`src/rtl/bt656_key_line_gate_pkg.sv`:
```
// Shared BT.656 definitions for the key-line gate: TRS words, XYZ bit map, TRS parser states.
// Latency: n/a (types and constants only); backpressure: n/a.
package bt656_pkg;

  typedef logic [9:0] word_t;

  localparam word_t TRS_ONES  = 10'h3FF;
  localparam word_t TRS_ZEROS = 10'h000;

  localparam int XYZ_ONE = 9;
  localparam int XYZ_F   = 8;
  localparam int XYZ_V   = 7;
  localparam int XYZ_H   = 6;
  localparam int XYZ_P3  = 5;
  localparam int XYZ_P2  = 4;
  localparam int XYZ_P1  = 3;
  localparam int XYZ_P0  = 2;

  localparam logic [9:0] LINE_MAX = 10'd1023;

  typedef enum logic [1:0] {
    TRS_IDLE,
    TRS_S1,
    TRS_S2,
    TRS_S3
  } trs_state_t;

  // Expected P3..P0 for a given F/V/H triple.
  function automatic logic [3:0] xyz_protection(input logic f, input logic v, input logic h);
    return {v ^ h, f ^ h, f ^ v, f ^ v ^ h};
  endfunction

endpackage

```
`src/rtl/bt656_key_line_gate_if.sv`:
```
// Word-stream bundle between the decoder capture path, the key-line gate and the sequence detector.
// Latency: n/a (wiring only); backpressure: none, one word per clock.
interface bt656_key_line_gate_if;
  import bt656_pkg::*;

  word_t      video_in;
  word_t      sequence_out;
  logic       enable_out;
  logic       field_out;
  logic [9:0] line_out;
  logic       locked_out;
  logic       trs_error_out;

  modport master (
    output video_in,
    input  sequence_out,
    input  enable_out,
    input  field_out,
    input  line_out,
    input  locked_out,
    input  trs_error_out
  );

  modport slave (
    input  video_in,
    output sequence_out,
    output enable_out,
    output field_out,
    output line_out,
    output locked_out,
    output trs_error_out
  );

endinterface

```
`src/rtl/bt656_key_line_gate_trs_decoder.sv`:
```
// TRS parser: finds 3FF-000-000-XYZ and decodes F/V/H; P3..P0 checked when BT656_TRS_PROTECTION_CHECK_EN is defined.
// Latency: flags are combinational on the XYZ word; backpressure: none, one word per clock.
module bt656_trs_decoder
  import bt656_pkg::*;
(
  input  logic  clock,
  input  logic  reset_n,
  input  word_t video,
  output logic  xyz_valid,
  output logic  xyz_error,
  output logic  f,
  output logic  v,
  output logic  h,
  output logic  trs_start
);

  trs_state_t state_q;
  trs_state_t state_d;
  logic       prot_ok;

`ifdef BT656_TRS_PROTECTION_CHECK_EN
  assign prot_ok = (video[XYZ_P3:XYZ_P0] ==
                    xyz_protection(video[XYZ_F], video[XYZ_V], video[XYZ_H]));
`else
  assign prot_ok = 1'b1;
`endif

  always_ff @(posedge clock or negedge reset_n) begin
    if (!reset_n) begin
      state_q <= TRS_IDLE;
    end else begin
      state_q <= state_d;
    end
  end

  always_comb begin
    state_d   = state_q;
    xyz_valid = 1'b0;
    xyz_error = 1'b0;
    case (state_q)
      TRS_IDLE: begin
        if (video == TRS_ONES) state_d = TRS_S1;
      end
      TRS_S1: begin
        if (video == TRS_ZEROS)     state_d = TRS_S2;
        else if (video == TRS_ONES) state_d = TRS_S1;
        else                        state_d = TRS_IDLE;
      end
      TRS_S2: begin
        if (video == TRS_ZEROS)     state_d = TRS_S3;
        else if (video == TRS_ONES) state_d = TRS_S1;
        else                        state_d = TRS_IDLE;
      end
      TRS_S3: begin
        // The XYZ word itself may be 3FF, which restarts the preamble.
        state_d = (video == TRS_ONES) ? TRS_S1 : TRS_IDLE;
        if (video[XYZ_ONE] && prot_ok) xyz_valid = 1'b1;
        else                           xyz_error = 1'b1;
      end
      default: state_d = TRS_IDLE;
    endcase
  end

  assign f         = video[XYZ_F];
  assign v         = video[XYZ_V];
  assign h         = video[XYZ_H];
  assign trs_start = (video == TRS_ONES);

endmodule

```
`src/rtl/bt656_key_line_gate.sv`:
```
// Key-line gate: tracks field/line from EAV and forwards one word window of the key line (XYZ protection under BT656_TRS_PROTECTION_CHECK_EN).
// Latency: 1 clock video_in->sequence_out, enable_out aligned; backpressure: none, one word per clock.
module bt656_key_line_gate
  import bt656_pkg::*;
#(
  parameter int KEY_LINE     = 10,
  parameter int KEY_FIELD    = 2,
  parameter int SAMPLE_START = 16,
  parameter int SAMPLE_COUNT = 64
) (
  input logic                  clock,
  input logic                  reset_n,
  bt656_key_line_gate_if.slave bus
);

  localparam logic [9:0]  KEY_LINE_W = 10'(KEY_LINE);
  localparam logic [10:0] WIN_FIRST  = 11'(SAMPLE_START);
  localparam logic [10:0] WIN_LAST   = 11'(SAMPLE_START + SAMPLE_COUNT - 1);
  localparam bit          ANY_FIELD  = (KEY_FIELD == 2);
  localparam logic        KEY_F      = (KEY_FIELD == 1);

  logic        xyz_valid;
  logic        xyz_error;
  logic        xyz_f;
  logic        xyz_v;
  logic        xyz_h;
  logic        trs_start;
  logic        unused_xyz_v;

  word_t       seq_q;
  logic        en_q;
  logic        field_q;
  logic [9:0]  line_q;
  logic        locked_q;
  logic        err_q;
  logic        armed_q;
  logic [10:0] cnt_q;

  logic        arm_ok;
  logic        in_window;

  bt656_trs_decoder u_trs (
    .clock     (clock),
    .reset_n   (reset_n),
    .video     (bus.video_in),
    .xyz_valid (xyz_valid),
    .xyz_error (xyz_error),
    .f         (xyz_f),
    .v         (xyz_v),
    .h         (xyz_h),
    .trs_start (trs_start)
  );

  // V plays no part in picking the key line: active and VBI lines are told apart by line index.
  assign unused_xyz_v = xyz_v;

  // Field/line tracking; a change of F marks the field boundary.
  always_ff @(posedge clock or negedge reset_n) begin
    if (!reset_n) begin
      field_q  <= 1'b0;
      line_q   <= '0;
      locked_q <= 1'b0;
      err_q    <= 1'b0;
    end else begin
      err_q <= xyz_error;
      if (xyz_valid && xyz_h) begin
        if (xyz_f != field_q) begin
          line_q   <= '0;
          field_q  <= xyz_f;
          locked_q <= 1'b1;
        end else if (line_q != LINE_MAX) begin
          line_q <= line_q + 10'd1;
        end
      end
    end
  end

  assign arm_ok    = locked_q && (line_q == KEY_LINE_W) && (ANY_FIELD || (field_q == KEY_F));
  assign in_window = (cnt_q >= WIN_FIRST) && (cnt_q <= WIN_LAST);

  // Window counter runs from the word after SAV XYZ; any 3FF closes the window before it is qualified.
  always_ff @(posedge clock or negedge reset_n) begin
    if (!reset_n) begin
      seq_q   <= '0;
      en_q    <= 1'b0;
      armed_q <= 1'b0;
      cnt_q   <= '0;
    end else begin
      seq_q <= bus.video_in;
      en_q  <= 1'b0;
      if (xyz_valid && !xyz_h) begin
        armed_q <= arm_ok;
        cnt_q   <= '0;
      end else if (armed_q) begin
        en_q  <= in_window && !trs_start;
        cnt_q <= cnt_q + 11'd1;
        if (trs_start || (cnt_q == WIN_LAST)) armed_q <= 1'b0;
      end
    end
  end

  assign bus.sequence_out  = seq_q;
  assign bus.enable_out    = en_q;
  assign bus.field_out     = field_q;
  assign bus.line_out      = line_q;
  assign bus.locked_out    = locked_q;
  assign bus.trs_error_out = err_q;

endmodule

```
`src/flat_wrapper.sv`:
```
// flat-port wrapper written by rule: the top's interface ports become plain ports
module bt656_key_line_gate_flat import bt656_pkg::*;
#(
  parameter int KEY_LINE     = 10,
  parameter int KEY_FIELD    = 2,
  parameter int SAMPLE_START = 16,
  parameter int SAMPLE_COUNT = 64
)
  (clock, reset_n, bus_video_in, bus_sequence_out, bus_enable_out, bus_field_out, bus_line_out, bus_locked_out, bus_trs_error_out);
  bt656_key_line_gate_if bus_i ();
  input logic clock;
  input logic reset_n;
  input wire logic [$bits(bus_i.video_in)-1:0] bus_video_in;
  output wire logic [$bits(bus_i.sequence_out)-1:0] bus_sequence_out;
  output wire logic [$bits(bus_i.enable_out)-1:0] bus_enable_out;
  output wire logic [$bits(bus_i.field_out)-1:0] bus_field_out;
  output wire logic [$bits(bus_i.line_out)-1:0] bus_line_out;
  output wire logic [$bits(bus_i.locked_out)-1:0] bus_locked_out;
  output wire logic [$bits(bus_i.trs_error_out)-1:0] bus_trs_error_out;
  assign bus_i.video_in = bus_video_in;
  assign bus_sequence_out = bus_i.sequence_out;
  assign bus_enable_out = bus_i.enable_out;
  assign bus_field_out = bus_i.field_out;
  assign bus_line_out = bus_i.line_out;
  assign bus_locked_out = bus_i.locked_out;
  assign bus_trs_error_out = bus_i.trs_error_out;
  bt656_key_line_gate #(.KEY_LINE(KEY_LINE), .KEY_FIELD(KEY_FIELD), .SAMPLE_START(SAMPLE_START), .SAMPLE_COUNT(SAMPLE_COUNT)) u_core (.clock(clock), .reset_n(reset_n), .bus(bus_i));
endmodule
```
`config.mk`:
```
export PLATFORM = sky130hd
export DESIGN_NAME = bt656_key_line_gate_flat
export DESIGN_NICKNAME = d
export VERILOG_FILES = /design/src/rtl/bt656_key_line_gate_pkg.sv /design/src/rtl/bt656_key_line_gate_if.sv /design/src/rtl/bt656_key_line_gate_trs_decoder.sv /design/src/rtl/bt656_key_line_gate.sv /design/src/flat_wrapper.sv
export SDC_FILE = /design/constraint.sdc
export NUM_CORES = 1
export LEC_CHECK = 0
export BUFFER_PORTS_ARGS = -buffer_cell sky130_fd_sc_hd__buf_2
export CAP_MARGIN = 20
export CORE_MARGIN = 5
export CORE_UTILIZATION = 50
export DETAILED_ROUTE_END_ITERATION = 7
export PLACE_DENSITY = 0.79
export SKIP_LAST_GASP = 1
export SYNTH_ARGS = -nofsm -noshare
export SYNTH_HDL_FRONTEND = slang
export SYNTH_HIERARCHICAL = 1
export SYNTH_SLANG_ARGS = --single-unit
```
`constraint.sdc`:
```
create_clock -name clock -period 2.7 [get_ports clock]
set_input_delay 0.27 -clock clock [delete_from_list [all_inputs] [get_ports clock]]
set_output_delay 0.27 -clock clock [all_outputs]
set_load 0.01 [all_outputs]
```
After elaboration in Yosys (flattened, before gate mapping)
Cells that the tools add are included.
{"block": "word_totals", "ff_bits": 38, "output_inout_bits": 24, "word_cells": 54}
{"block": "classes", "addsub": 2, "order_cmp": 2, "eq_ne": 9, "mux": 18, "n_reduce_logical": 14}
{"op": "$mux W11", "count": 2}
{"op": "$mux W10", "count": 2}
{"op": "$add A11 B1 Y11 const B", "count": 1}
{"op": "$eq A11 B7 Y1 const B", "count": 1}
{"op": "$ge A11 B5 Y1 const B", "count": 1}
{"op": "$le A11 B7 Y1 const B", "count": 1}
{"op": "$add A10 B1 Y10 const B", "count": 1}
{"op": "$eq A10 B10 Y1 const B", "count": 1}
{"op": "$eq A10 B4 Y1 const B", "count": 1}
{"op": "$logic_not A10 Y1", "count": 1}
{"op": "$mux W1", "count": 10}
{"op": "$ne A10 B10 Y1 const B", "count": 1}
{"op": "$pmux W2 S4", "count": 1}
{"op": "$mux W2", "count": 3}
{"op": "$logic_and A1 B1 Y1", "count": 5}
{"op": "$eq A2 B2 Y1 const B", "count": 2}
{"op": "$reduce_and A2 Y1", "count": 2}
{"op": "$reduce_bool A2 Y1", "count": 2}
{"op": "$eq A2 B1 Y1 const B", "count": 1}
{"op": "$logic_not A1 Y1", "count": 2}
{"op": "$logic_not A2 Y1", "count": 1}
{"op": "$ne A2 B1 Y1 const B", "count": 1}
{"op": "$logic_or A1 B1 Y1", "count": 1}
{"op": "$ne A1 B1 Y1", "count": 1}

Depth between registers and ports, before layout
Gate-level depths: netlist of the first run.
{"block": "logic_depth", "depth_word": 5, "ltp_mapped": 6}

By module
Netlist of the first run, hierarchy kept.
{"mod": "bt656_key_line_gate", "instances": 1, "cells_each": 154, "area_each_um2": 1680.4, "seq_area_each_um2": 900.9}
{"mod": "bt656_trs_decoder", "instances": 1, "cells_each": 19, "area_each_um2": 175.2, "seq_area_each_um2": 50.0}

Least setup slack after synthesis of the first run
No wires, ideal clock.
{"block": "synth_path", "kind": "register to register", "start": "reg u_core.line_q[0], in the netlist u_core/bus.line_out[0]", "end": "reg u_core.line_q[9], in the netlist u_core/bus.line_out[9]", "arrival_ns": 1.496, "setup_slack_ns": 1.081, "path_stages_with_launch": 6, "n_path_buf": 0, "synth_period_minus_slack_ns": 1.619, "path_cell_list": "dfrtp_1 ha_1 nand3_2 nor2_1 or4_1 o221a_2"}
{"block": "synth_between", "elab_chain_len": 3, "elab_cells_between_ends": 6}
{"item": "start: declaration", "line_no": "bt656_key_line_gate.sv:33", "text": "logic [9:0] line_q;"}
{"item": "start signal: assignment", "line_no": "bt656_key_line_gate.sv:72", "text": "line_q <= line_q + 10'd1;"}
{"item": "$add A10 B1 Y10 / $ne A10 B10 Y1 (equally long branches)", "line_no": "bt656_key_line_gate.sv:72, bt656_key_line_gate.sv:71"}
{"item": "$mux W10 / $reduce_bool A2 Y1 (equally long branches)"}
{"item": "$mux W10 / $reduce_and A2 Y1 (equally long branches)"}
Parallel ways exist; a longest one is shown, timed or not. The select of a mux whose other input is x is not followed.
A chain may end at the register's enable or synchronous reset.

Worst setup path after layout of the first run
Ends and elaborated chain as after synthesis.

==> summary.log, run 1 <==
qor: pwr.power.density 509 nW/um^2
qor: critical_path.crit_path_max_fanout 5
qor: place.place.detailed.instances 248
qor: place.routabilityCongestion 0.858
qor: status.status completed
qor: timing.finalSetupTns 0 ps
qor: clock_tree.cts_resized 0
qor: timing.period_needed 1660 ps
qor: route.detail_route.vias_per_cell 5.53
qor: final_layout.fillers 331
qor: clock_tree.worst_skew_pair.late_latency 280 ps
qor: critical_path.critPathKind reg -> reg
qor: clock_tree.cts.sink_count 38
qor: job.max_cap_viol_count 0
qor: worst_hold_path.hold_class in -> async
qor: timing.fmax 601 MHz
qor: synth.mean_post_synth_cell_area 10.7 sq um
qor: clock_tree.clk_pin_slew 70 ps
qor: die.die_area 5010 sq um
qor: final_layout.postLayoutCellArea 2160 sq um
qor: synth.synth_area 1850 sq um
qor: final_layout.insertedDiodeCount 0
qor: route.ant_nets 0
qor: timing.final.hold.worst_slack 76.3 ps
qor: route.firstDrtPassIters 4
qor: critical_path.crit_path_end_kind flip-flop
qor: pwr.peakVddDrop 346 uV
qor: synth.ys_warnings 6
qor: timing.timing.final.hold_violations 0
qor: critical_path.worst-endpoint-required 2870 ps
qor: grt.met3_usage 0.0455
qor: place.placement.io_buffers 35
qor: timing.rsz0062_at_grt false
qor: die.fp-row-count 22
qor: grt.grt.met2_usage 0.266
qor: route.drt_wl_total 3710 microns
qor: grt.first_global_vias 1398
qor: final_layout.finish.net_count 223
qor: pwr.cellLeakagePower 0.971 nW
qor: die.die_width 70.8 microns
qor: timing.max-slew-margin-rel 0.465
qor: final_layout.post_layout_nonfiller_instances 255
qor: grt.grt_start_max_net_pins 39
qor: clock_tree.cts_tree yes
qor: timing.period_share 0.616
qor: clock_tree.holdBufCountCts 0
qor: grt.groute.layer.met1.usage 0.219
qor: clock_tree.root_driver clkbuf_8
qor: grt.antenna_found_initial 0
qor: synth.synthesized_nets 188
qor: route.dr.first_iter.drc_count 81
qor: timing.max_slew_vio_count 0
qor: clock_tree.cts_htree_levels 2
qor: route.via_count 1411
qor: die.die_height 70.8 microns
qor: route.drcViolationCount 0
qor: grt.grt.total_usage 0.166
qor: place.placed_area 2050 sq um
qor: timing.tightestPinTransition 802 ps
qor: clock_tree.tritoncts.num_buffers 5
qor: route.wire_per_inst 14.5 microns
qor: timing.final.setup_skew 2.83 ps
qor: die.floorplan.initialDensity 0.509
qor: grt.globalRoute.totalOverflow 0
qor: pwr.p_total 1.10 mW
qor: critical_path.critical_path.startpoint_type flip-flop
qor: timing.setup_viol 0
qor: grt.first_pass_grt_wire_length 6630 microns
qor: die.design.portCount 36
qor: clock_tree.post-cts-setup-buffers 0
qor: grt.globalRoute.busiestLayer met2
qor: final_layout.area_growth 16.9%
qor: synth.gate_count_post_synth 172
qor: place.hpwlAfterDp 2720 microns
qor: critical_path.critPathArrivalTime 1830 ps
qor: final_layout.post_route_cells_drive_above_1_share 0.271
qor: clock_tree.cts_max_path_buffers 2
qor: die.core 3630 sq um
per-stage QoR:
stage,setup WS [ps],utilization
floorplan,1080,-
global placement,1080,0.564
detailed placement,1050,0.564
CTS,1040,0.595
global route,887,0.595
finish,1040,0.595
cell type report:
type | count | area, sq um | share of cell area
clock buffers | 6 | 82.6 | 0.0382
clock inverters | 1 | 30.0 | 0.0139
inverters | 5 | 18.8 | 0.00869
multi-input cells | 121 | 836 | 0.387
flip-flops and latches | 38 | 951 | 0.440
well taps | 48 | 60.1 | 0.0278
repair buffers | 36 | 183 | 0.0845
worst max-delay path: stages, from the launching register on:
cell     delay, ps
dfrtp_1        420
ha_1           250
nand3_2        150
nor2_1         110
or4_1          500
o221a_2        130
sequential cells by signal, summed over array words and instances (netlist names):
signal and flops:
u_core/bus.locked_out 1, u_core/cnt_q 11, u_core/bus.sequence_out 10, u_core/u_trs/state_q 2, u_core/bus.line_out 10, u_core/bus.field_out 1
u_core/bus.enable_out 1, u_core/armed_q 1, u_core/bus.trs_error_out 1
power breakdown:
| part | internal [mW] | switching [mW] |
|---|---|---|
| Clock | 0.295 | 0.180 |
| Sequential | 0.577 | 0.00175 |
| Combinational | 0.0149 | 0.0323 |
routing by layer:
layer  routed length [microns]  share of wire
met4                        48          0.013
met1                      1690           0.46
met5                         0              0
met2                      1780           0.48
met3                       187          0.050
final timing paths:
| path | startpoint | end | cells after the start | slack [ps] |
|---|---|---|---|---|
| max in group asynchronous | reset_n | u_core/cnt_q[1] | 1 | 2120 |
| hold reg to reg | u_core/bus.locked_out | u_core/bus.locked_out | 1 | 500 |
| min in group clock | bus_video_in[4] | u_core/bus.sequence_out[4] | 1 | 120 |
| setup reg to reg | u_core/bus.line_out[0] | u_core/bus.line_out[9] | 5 | 1040 |
| hold / removal | reset_n | u_core/bus.sequence_out[3] | 1 | 80 |
| setup / recovery | u_core/bus.line_out[0] | u_core/bus.line_out[9] | 5 | 1040 |
cells in the final DEF (no fill, tap or decap), drive strengths merged, types with 2 or more instances in the layout:
| master | instances |
|---|---|
| or4 | 3 |
| xnor2 | 2 |
| or3 | 2 |
| xor2 | 11 |
| and3 | 5 |
| nand2 | 15 |
| ha | 4 |
| nor3 | 3 |
| nand3 | 9 |
| and4 | 3 |
| clkbuf | 6 |
| o21ai | 7 |
| a41o | 2 |
| nor4 | 3 |
| o31ai | 2 |
| nor2 | 17 |
| o211ai | 3 |
| and2 | 3 |
| dfrtp | 38 |
| nand4 | 11 |
| nor2b | 3 |
| buf | 36 |
| inv | 5 |
Power figures use the tool's default switching activity.
==> run 2, diff against run 1 <==
ABC_AREA = 1   (was not set)
clock period = 1.6 ns   (was 2.7 ns; I/O delays follow)
==> run 2 against run 1 <==
Clock skew grew 1.3 ps; highest routed layer unchanged; first-iteration DRC count grew 110%; utilization rose by 4.2 points; cell count rose by 37%; critical endpoint is now u_core/bus.line_out[4]; via count is 27% higher; setup slack lost 950 ps; clock power is 43% higher.
==> summary.log, run 2 <==
qor: worst_hold_path.hold_class in -> reg
qor: synth.synth_area 1950 sq um [+5.8%]
qor: route.dr.first_iter.drc_count 167 [+110%]
qor: pwr.power.density 770 nW/um^2 [+51%]
qor: critical_path.crit_path_end_kind flip-flop
qor: timing.max_slew_vio_count 0 [unchanged]
qor: die.design.portCount 36 [unchanged]
qor: timing.final.setup_skew 4.15 ps [+1.32 ps]
qor: timing.rsz0062_at_grt true
qor: final_layout.insertedDiodeCount 0 [unchanged]
qor: timing.tightestPinTransition 466 ps [-337 ps]
qor: status.status completed
qor: clock_tree.root_driver clkbuf_8
qor: final_layout.largest_register_ffs 11 [unchanged]
qor: place.placement.io_buffers 35 [unchanged]
qor: synth.mean_post_synth_cell_area 7.79 sq um [-28%]
qor: clock_tree.cts_max_path_buffers 2 [unchanged]
qor: worst_hold_path.worstHoldPathCells 1
qor: clock_tree.worst_skew_pair.late_latency 280 ps [about the same]
qor: grt.grt_start_max_net_pins 39 [unchanged]
qor: pwr.p_total 1.82 mW [+65%]
qor: route.drcViolationCount 0 [unchanged]
qor: die.floorplan.initialDensity 0.526 [+0.0173]
qor: clock_tree.cts_htree_levels 2 [unchanged]
qor: critical_path.setup.reg_to_reg.worst_slack 90 ps [-950 ps]
qor: job.max_cap_viol_count 0 [unchanged]
qor: place.routabilityCongestion 0.900 [+4.9%]
qor: critical_path.crit_chain ha_2, nand2_1, nor2_1, nand2_2, nor2_4, nor2_4, buf_6, nand3_1, o21ai_0
qor: critical_path.regToRegEndpoint u_core/bus.line_out[4]
qor: critical_path.critPathKind reg -> reg
qor: synth.synthesized_nets 267 [+42%]
qor: pwr.peakVddDrop 711 uV [+110%]
qor: final_layout.top_register u_core/cnt_q
qor: timing.timing.final.hold_violations 0 [unchanged]
qor: route.ant_nets 0 [unchanged]
qor: route.drt_wl_total 4350 microns [+17%]
qor: route.detail_route.vias_per_cell 5.14 [-7.1%]
qor: timing.period_needed 1510 ps [-155 ps]
qor: worst_hold_path.hold_worst_path_end u_core/bus.sequence_out[1]
qor: critical_path.worstSetupStartpoint u_core/bus.line_out[0]
qor: final_layout.finish.net_count 316 [+42%]
qor: critical_path.critical_path.startpoint_type flip-flop
qor: critical_path.max_stage_delay 380 ps [-120 ps]
qor: route.wire_per_inst 12.5 microns [-14%]
qor: timing.period_share 0.943 [+0.327]
qor: clock_tree.cts_tree yes
qor: die.die_area 5260 sq um [+4.9%]
qor: die.die_height 72.5 microns [+2.4%]
qor: grt.antenna_found_initial 0 [unchanged]
qor: die.core 3720 sq um [+2.3%]
qor: worst_hold_path.min-delay-start bus_video_in[1]
qor: critical_path.worst-endpoint-required 1800 ps [-1070 ps]
qor: critical_path.timing.reg2reg.worst_path_depth 9 [+4]
qor: timing.timing.final.ws_setup 90.6 ps [-945 ps]
qor: clock_tree.tritoncts.num_buffers 5 [unchanged]
qor: clock_tree.clk_pin_slew 70 ps [about the same]
qor: route.via_count 1794 [+27%]
qor: timing.setup_viol 0 [unchanged]
qor: route.firstDrtPassIters 5 [+1]
qor: critical_path.crit_path_top_delay_cell dfrtp_1
qor: timing.max-slew-margin-rel 0.690 [+0.225]
qor: grt.first_global_vias 1726 [+23%]
qor: critical_path.critPathArrivalTime 1710 ps [-120 ps]
qor: final_layout.final_cell_mix nand2_1 (61), dfrtp_1 (37), buf_2 (35), inv_1 (34), nor2_1 (27)
qor: pwr.cellLeakagePower 1.21 nW [+24%]
qor: synth.ys_warnings 6 [unchanged]
qor: critical_path.crit_path_max_fanout 8 [+3]
qor: place.hpwlAfterDp 3070 microns [+13%]
qor: grt.globalRoute.totalOverflow 0 [unchanged]
qor: final_layout.post_route_cells_drive_above_1_share 0.206 [-0.0646]
qor: final_layout.area_growth 21.0%
qor: die.fp-row-count 22 [unchanged]
qor: critical_path.crit_family simple AND/OR/NAND/NOR gates
qor: critical_path.critical_path_buf_inv_count 1 [+1]
qor: critical_path.r2r_start u_core/bus.line_out[0]
qor: timing.fmax 663 MHz [+10%]
qor: final_layout.fraction_of_the_core_area_covered_by_cells_at_the_end_of_the_flow 0.636 [+0.0417]
qor: grt.grt.total_usage 0.177 [+0.0103]
qor: final_layout.final_common_cell nand2_1
qor: place.place_ws 64.7 ps [-981 ps]
qor: critical_path.critical_path.most_common_cell nor2_4
qor: grt.first_pass_grt_wire_length 7360 microns [+11%]
qor: die.die_width 72.5 microns [+2.4%]
qor: synth.gate_count_post_synth 251 [+46%]
qor: clock_tree.cts.sink_count 38 [unchanged]
==> run 2: changes by cell type in the layout (fill, tap and decap cells not counted), moves of 6 or more <==
cell and change:
nor2_1 +10, inv_1 +29, xor2_1 -6, nand3_1 +15, o21ai_0 +9, nand2_1 +46
a21oi_1 +6
==> run 2: power by group <==
part           switching [mW]  internal [mW]
logic                  0.0888         0.0545
clock network           0.332          0.346
registers              0.0160          0.984
total                   0.437           1.38
==> run 2: what timing repair did <==
action	CTS	global route
gates resized for setup	0	7
endpoints found under the setup margin	0	15
hold buffers	3	1
hold endpoints to repair	40	1
buffers inserted	0	2
==> run 2: worst max-delay path by stage <==
stage                                         to  slack, ps  cells past startpoint
after floorplan           u_core/bus.line_out[0]        100                      9
after global placement    u_core/bus.line_out[0]        100                      9
after detailed placement  u_core/bus.line_out[6]         60                      9
after CTS                 u_core/bus.line_out[0]          5                      9
after global routing      u_core/bus.line_out[6]        -20                      9
final                     u_core/bus.line_out[4]         90                      9
==> run 2: stage by stage <==
stage	setup TNS [ps]	instances	hold WS, ps	instance area [sq um]
floorplan	0	251	-136	1950
global placement	0	335	230	2200
detailed placement	0	335	235	2200
CTS	0	346	0.157	2320
global route	-35.0	349	1.91	2360
finish	0	349	8.84	2360
==> run 2: per-layer routing <==
layer | share of wire | GRT usage | vias to the layer above
li1 | - | - | 896
met1 | 0.44 | 0.226 | 845
met2 | 0.51 | 0.295 | 47
met3 | 0.045 | 0.0388 | 6
met4 | 0.012 | 0.0594 | 0
met5 | 0 | 0 | -
==> run 2: area by class of cell <==
class,instances,area [sq um]
Fill cell,357,1350
Timing Repair Buffer,45,264
Inverter,38,148
Clock buffer,6,82.6
Tap cell,48,60.1
Sequential cell,38,952
Multi-Input combinational cell,172,846
Clock inverter,2,12.5
